==> src/rtl/store_stage.sv <==
// Output stage of the SHAKE core: buffers a rate block from the permute stage and streams it
// out as W-bit words under ready/valid until the requested number of output bits is delivered.
module store_stage #(
  parameter int unsigned W        = 64,
  parameter int unsigned RATE_MAX = 1344
) (
  input  logic                clk,
  input  logic                rst,
  input  logic [RATE_MAX-1:0] rate_output,
  input  logic                output_buffer_we,
  output logic                output_buffer_ready,
  input  logic [1:0]          operation_mode,
  input  logic [31:0]         output_size,
  output logic [W-1:0]        data_out,
  output logic                valid_o,
  input  logic                ready_i,
  output logic                last_o
);

  localparam logic [7:0] Blk128 = 8'(RATE_MAX / W);
  localparam logic [7:0] Blk256 = 8'(1088 / W);

  typedef enum logic [1:0] {StIdle, StDrain, StWait} state_e;

  state_e              state_q, state_d;
  logic [RATE_MAX-1:0] buf_q, buf_d;
  logic [31:0]         words_left_q, words_left_d;
  logic [7:0]          blk_left_q, blk_left_d;

  logic [32:0] words_total;
  logic [7:0]  blk_words;
  logic [31:0] rem_bits;
  logic        handshake;

  // 33-bit sum so a size near 2^32 cannot wrap before the divide
  assign words_total = ({1'b0, output_size} + 33'(W - 1)) / 33'(W);
  assign blk_words   = (operation_mode == 2'b00) ? Blk128 : Blk256;
  assign rem_bits    = output_size % 32'(W);

  assign output_buffer_ready = (state_q != StDrain);
  assign valid_o             = (state_q == StDrain);
  assign last_o              = valid_o & (words_left_q == 32'd1);
  assign handshake           = valid_o & ready_i;

  always_comb begin
    data_out = '0;
    if (valid_o) begin
      data_out = buf_q[W-1:0];
      for (int unsigned i = 0; i < W; i++) begin
        if (last_o && (rem_bits != 32'd0) && (i >= rem_bits)) data_out[i] = 1'b0;
      end
    end
  end

  always_comb begin
    state_d      = state_q;
    buf_d        = buf_q;
    words_left_d = words_left_q;
    blk_left_d   = blk_left_q;
    unique case (state_q)
      StIdle: begin
        if (output_buffer_we && (output_size != 32'd0)) begin
          buf_d        = rate_output;
          words_left_d = words_total[31:0];
          blk_left_d   = blk_words;
          state_d      = StDrain;
        end
      end
      StDrain: begin
        // A write strobe here is a protocol violation and is deliberately ignored.
        if (handshake) begin
          buf_d        = buf_q >> W;
          words_left_d = words_left_q - 32'd1;
          blk_left_d   = blk_left_q - 8'd1;
          if (words_left_q == 32'd1) begin
            state_d = StIdle;
          end else if (blk_left_q == 8'd1) begin
            state_d = StWait;
          end
        end
      end
      StWait: begin
        if (output_buffer_we) begin
          buf_d      = rate_output;
          blk_left_d = blk_words;
          state_d    = StDrain;
        end
      end
      default: state_d = StIdle;
    endcase
  end

  always_ff @(posedge clk) begin
    if (!rst) begin
      state_q      <= StIdle;
      buf_q        <= '0;
      words_left_q <= '0;
      blk_left_q   <= '0;
    end else begin
      state_q      <= state_d;
      buf_q        <= buf_d;
      words_left_q <= words_left_d;
      blk_left_q   <= blk_left_d;
    end
  end

endmodule

==> config.mk <==
export PLATFORM = sky130hd
export DESIGN_NAME = store_stage
export DESIGN_NICKNAME = d
export VERILOG_FILES = /design/src/rtl/store_stage.sv
export SDC_FILE = /design/constraint.sdc
export NUM_CORES = 2
export LEC_CHECK = 0
export CAP_MARGIN = 20
export CORE_AREA = 2 2 568 570
export DETAILED_ROUTE_END_ITERATION = 10
export DIE_AREA = 0 0 570 572
export SLEW_MARGIN = 15
export SYNTH_ARGS = -nofsm -noshare
export SYNTH_HDL_FRONTEND = slang
export SYNTH_SLANG_ARGS = --single-unit
==> constraint.sdc <==
create_clock -name clk -period 6.4 [get_ports clk]
set_clock_uncertainty 0.2 [all_clocks]
set_input_delay 1.6 -clock clk [delete_from_list [all_inputs] [get_ports clk]]
set_output_delay 1.6 -clock clk [all_outputs]
set_load 0.005 [all_outputs]
* After elaboration in Yosys (flattened, before gate mapping) *
Index checks and enable logic that the tools add are counted.

storage, ports and cells
  register bits = 1386
  output and inout bits = 67
  logic and storage cells = 240

cells by class
  add/subtract/negate cells = 3
  order comparisons = 64
  eq/ne operators = 9
  muxes and demuxes = 83
  bitwise gates (word level) = 2
  reduce and logical (&&, ||, !) cells = 75

operators by type and width
  operator               count
  $mux 1344              3
  $pmux 1344 s3          1
  $ge 6x6->1 const A     32
  $ge 5x6->1 const A     16
  $logic_and 1x1->1      66
  $mux 1                 64
  $mux 32                2
  $mux 64                1
  $pmux 32 s2            1
  $reduce_bool 32->1     2
  $ge 4x6->1 const A     8
  $add 32x6->33 const B  1
  $eq 32x1->1 const B    1
  $sub 32x1->32 const B  1
  $ge 3x6->1 const A     4
  $mux 8                 3
  $pmux 8 s3             1
  $ge 1x6->1 const A     2
  $ge 2x6->1 const A     2
  $mux 2                 5
  $eq 8x1->1 const B     1
  $reduce_and 4->1       2
  $sub 8x1->8 const B    1
  $pmux 2 s3             1
  11 further kinds       15

* Depth between registers and ports, before layout *
  depth in word-level cells = 6
  mapped depth = 13
  gate-level depth less buffers = 8

* Least setup slack after synthesis *
Ideal clock, no wire load.

  kind = input to output
  start point = in output_size[3]
  end point = out data_out[11]
  arrival = 3088 ps
  required time = 4600 ps
  setup slack = 1512 ps
  stages on the path = 7
  cells stage by stage = clkbuf_1 or4_1 nor3_2 nor4b_2 nor2b_1 buf_2 a21oi_1

on the way
  word-level cells in the longest chain between the ends = 5

RTL lines
  what                                                                RTL line  RTL
  start: declaration                                                  13        input logic [31:0] output_size,
  parallel branches: the longest is 2 deep, another holds $ge 4x6->1  -
  $logic_and 1x1->1 *                                                 50        if (last_o && (rem_bits != 32'd0) && (i >= rem_bits)) data_out[i] = 1'b0;
  $mux 1 *                                                            50
  $mux 64 *                                                           47        if (valid_o) begin
  end: declaration                                                    14        output logic [W-1:0] data_out,

Every way passes the cells marked *.

* Final worst setup path *
  start point = reg words_left_q[18]
  end point = out data_out[57]

on the way
  word-level cells in the longest chain between the ends = 6

RTL lines
  what                             RTL line  RTL
  start: declaration               27        logic [31:0] words_left_q, words_left_d;
  start signal: assignment         102       words_left_q <= words_left_d;
  $eq 32x1->1                      42        assign last_o = valid_o & (words_left_q == 32'd1);
  $and 1x1->1                      42
  $logic_and 1x1->1 (2 in series)  50
  $mux 1                           50
  $mux 64                          47

No other way between the ends.

==> impl_results.md <==
* Status: completed
* Number of post-CTS setup repair buffers at 0
* Synth Area in XOR/XNOR at 0.00356
* Final hold violation count at 0
* Total GRT Usage at 0.185
* CTS Buf Count at 172
* Critical path launch point: words_left_q[18]
* Hold/Removal Path Class: reg2reg
* Synthesized area per cell at 9.24 µm²
* Clock Sinks at 1386
* Ys async rst share at 0
* Pre-Repair DR Iteration Count at 5
* Die W at 570 µm
* Total Wirelength at 318 mm
* VDD IR-drop max at 345 µV
* Post-synthesis adder-cell area fraction at 0.00163
* WS Path Type: reg2out
* Nets at 9173
* Drt via density at 4.51
* Register bit total from synthesis at 1386
* # hold bufs at CTS at 0
* Post-CTS sizing at 3
* Post-synthesis sequential area ratio at 0.451
* Max Freq at 162 MHz
* Fin. max-slew vios at 0
* Top cell type's share of synthesized area at 0.451
* Power per cell area at 515 nW/µm²
* Fraction of layout instances using a drive strength above 1 at 0.0554
* Synthesis-to-layout area growth at 40.3%
* Worst hold slack at 0.252 ns
* CTS tree: yes
* Worst reg2reg path depth at 8
* Routed Antenna Nets at 0
* Final Cycle Share at 0.964
* Min Tclk post-route at 6.17 ns
* I/O pin count at 1449
* Initial antenna violation count at 118
* Via count at 54.8k
* Post-synth EDFFs at 0
* Count of final setup violators at 0
* Vias in the first global route at 51.6k
* Compound-cell area share of the yosys netlist at 0.181
* Leading cell type in the layout, fill and taps excluded: clkdlybuf4s50_1
* WHS Path Cells at 2
* Root Buffer: clkbuf_16
* Worst-skew pair later-pin latency at 0.86 ns
* Syn Nets at 8052
* Yosys top cell by area: dfxtp_1
* Core ar. at 320000 µm²
* Setup TNS at 0 ns
* HP Start: buf_q[1338]
* Origin of the critical flop-to-flop path: state_q[1]
* CP endpoint kind: output pin
* Gr ovfl total at 0
* Headroom to the max-slew limit at 0.260
* Worst-margin pin slew at 1.11 ns
* Synthesized area at 61600 µm²
* Largest net degree at the start of global routing at 171
* H-tree Lvls at 4
* Gpl congestion at 0.933
* Total Die Area at 326000 µm²
* Commonest cells after routing, fill and taps aside: clkdlybuf4s50_1, dfxtp_1, nor2_1
* RSZ-0062 raised after global routing: no
* Crit path DAT at 4.37 ns
* Number of synthesis warnings at 0
* Initial Util at 0.193
* Mux cell area share after synthesis at 0.209
* 1st-iter DRT viols at 4406
* Clock Pin Slew Worst Setup and Hold Paths at 0.06 ns
* Drc violations at 0
* Ys flop type: dfxtp_1
* Required time of the critical path at 4.60 ns
* Simple-Gate Fraction of Synth Area at 0.113
* Largest family of logic cells by synthesized area: multiplexers
* Crit-path max FO at 31
* Hpwl dp at 253 mm
* Synth area leaders: dfxtp_1, mux2i_1, a211oi_1, nor2_1, clkbuf_1
* Max cap viols at 0
* Gate Count Post-Synth at 6662
* CP Launch Type: flop
* Leak Pwr at 31.1 nW
* Clk buf depth at 4
* Drt wl/cell at 26.1 µm
* Unique masters post-synth at 62
* DP Worst Slack at 0.325 ns
* Final worst slack at 0.233 ns
* First-pass GRT wire length at 422 mm
* Vert. Die Dim at 572 µm
* IO buf count at 1448
* Row count at 208
* Fillers at 34.2k
-- worst max-delay path: stages, from the launching register on --
cell and delay, ns:
dfxtp_1 0.36, or4_4 0.57, or3_1 0.45, or4b_1 0.82, nor2_4 0.68, a21oi_1 0.19
clkdlybuf4s50_1 0.49
-- registers in the layout, indices dropped and copies added (netlist names) --
| signal | flops |
|---|---|
| buf_q | 1344 |
| blk_left_q | 8 |
| state_q | 2 |
| words_left_q | 32 |
-- power by group --
group / switching (mW) / leakage (nW) / total, mW / internal [mW]
clock network: 4.25 / 2.80 / 10.2 / 5.93
registers: 3.51 / 11.5 / 15.8 / 12.3
logic: 11.1 / 16.8 / 18.5 / 7.41
-- logic make-up (layout without fill, tap and decap cells) --
kind of cell / count (synthesis) / after routing
xor gates and xnor gates: 25 / 25
adders and majority gates: 8 / 8
and+or+nand+nor: 1738 / 1738
muxes: 1283 / 1283
AOI/OAI and AO/OA: 1556 / 1556
other: 0 / 46
buffers and inverters: 666 / 1913
DFF: 1386 / 1386
-- routing by layer --
metal / share of wire / global-route usage
met1: 0.41 / 0.221
met4: 0.041 / 0.0715
met3: 0.067 / 0.0422
met2: 0.48 / 0.319
met5: 0.00057 / 0
-- cell type report --
class	count	area, µm²	area share
Clock buffer	240	4890	0.0566
Inverter	20	85.1	0.000985
Clock inverter	60	877	0.0102
Multi-Input combinational cell	4610	31400	0.363
Tap cell	4200	5260	0.0608
Timing Repair Buffer	1593	16000	0.185
Sequential cell	1386	27700	0.321
Antenna cell	46	115	0.00133
-- metrics by stage --
stage / util / area, µm² / total power [mW] / instances
floorplan: - / 61600 / 27.0 / 6662
global placement: 0.252 / 80500 / 34.3 / 11800
detailed placement: 0.252 / 80500 / 34.6 / 11800
CTS: 0.270 / 86300 / 44.9 / 12100
global route: 0.270 / 86300 / 47.2 / 12100
finish: 0.270 / 86400 / 44.4 / 12200
-- worst paths after layout --
kind                  endpoint  slack (ns)
setup / recovery  data_out[57]        0.23
hold / removal     buf_q[1338]        0.25
setup reg to reg    buf_q[621]        1.60
hold reg to reg    buf_q[1338]        0.25
-- Yosys cell counts (all sizes together), types with 12 or more instances --
cell type	count
a211oi	1285
a21oi	163
buf	18
clkbuf	628
dfxtp	1386
inv	20
mux2i	1282
nand2	200
nand2b	12
nand3	84
nand4	17
nor2	1330
nor3	20
nor4	20
o211ai	14
o21ai	50
xnor2	19
(Power assumes the default switching activity.)
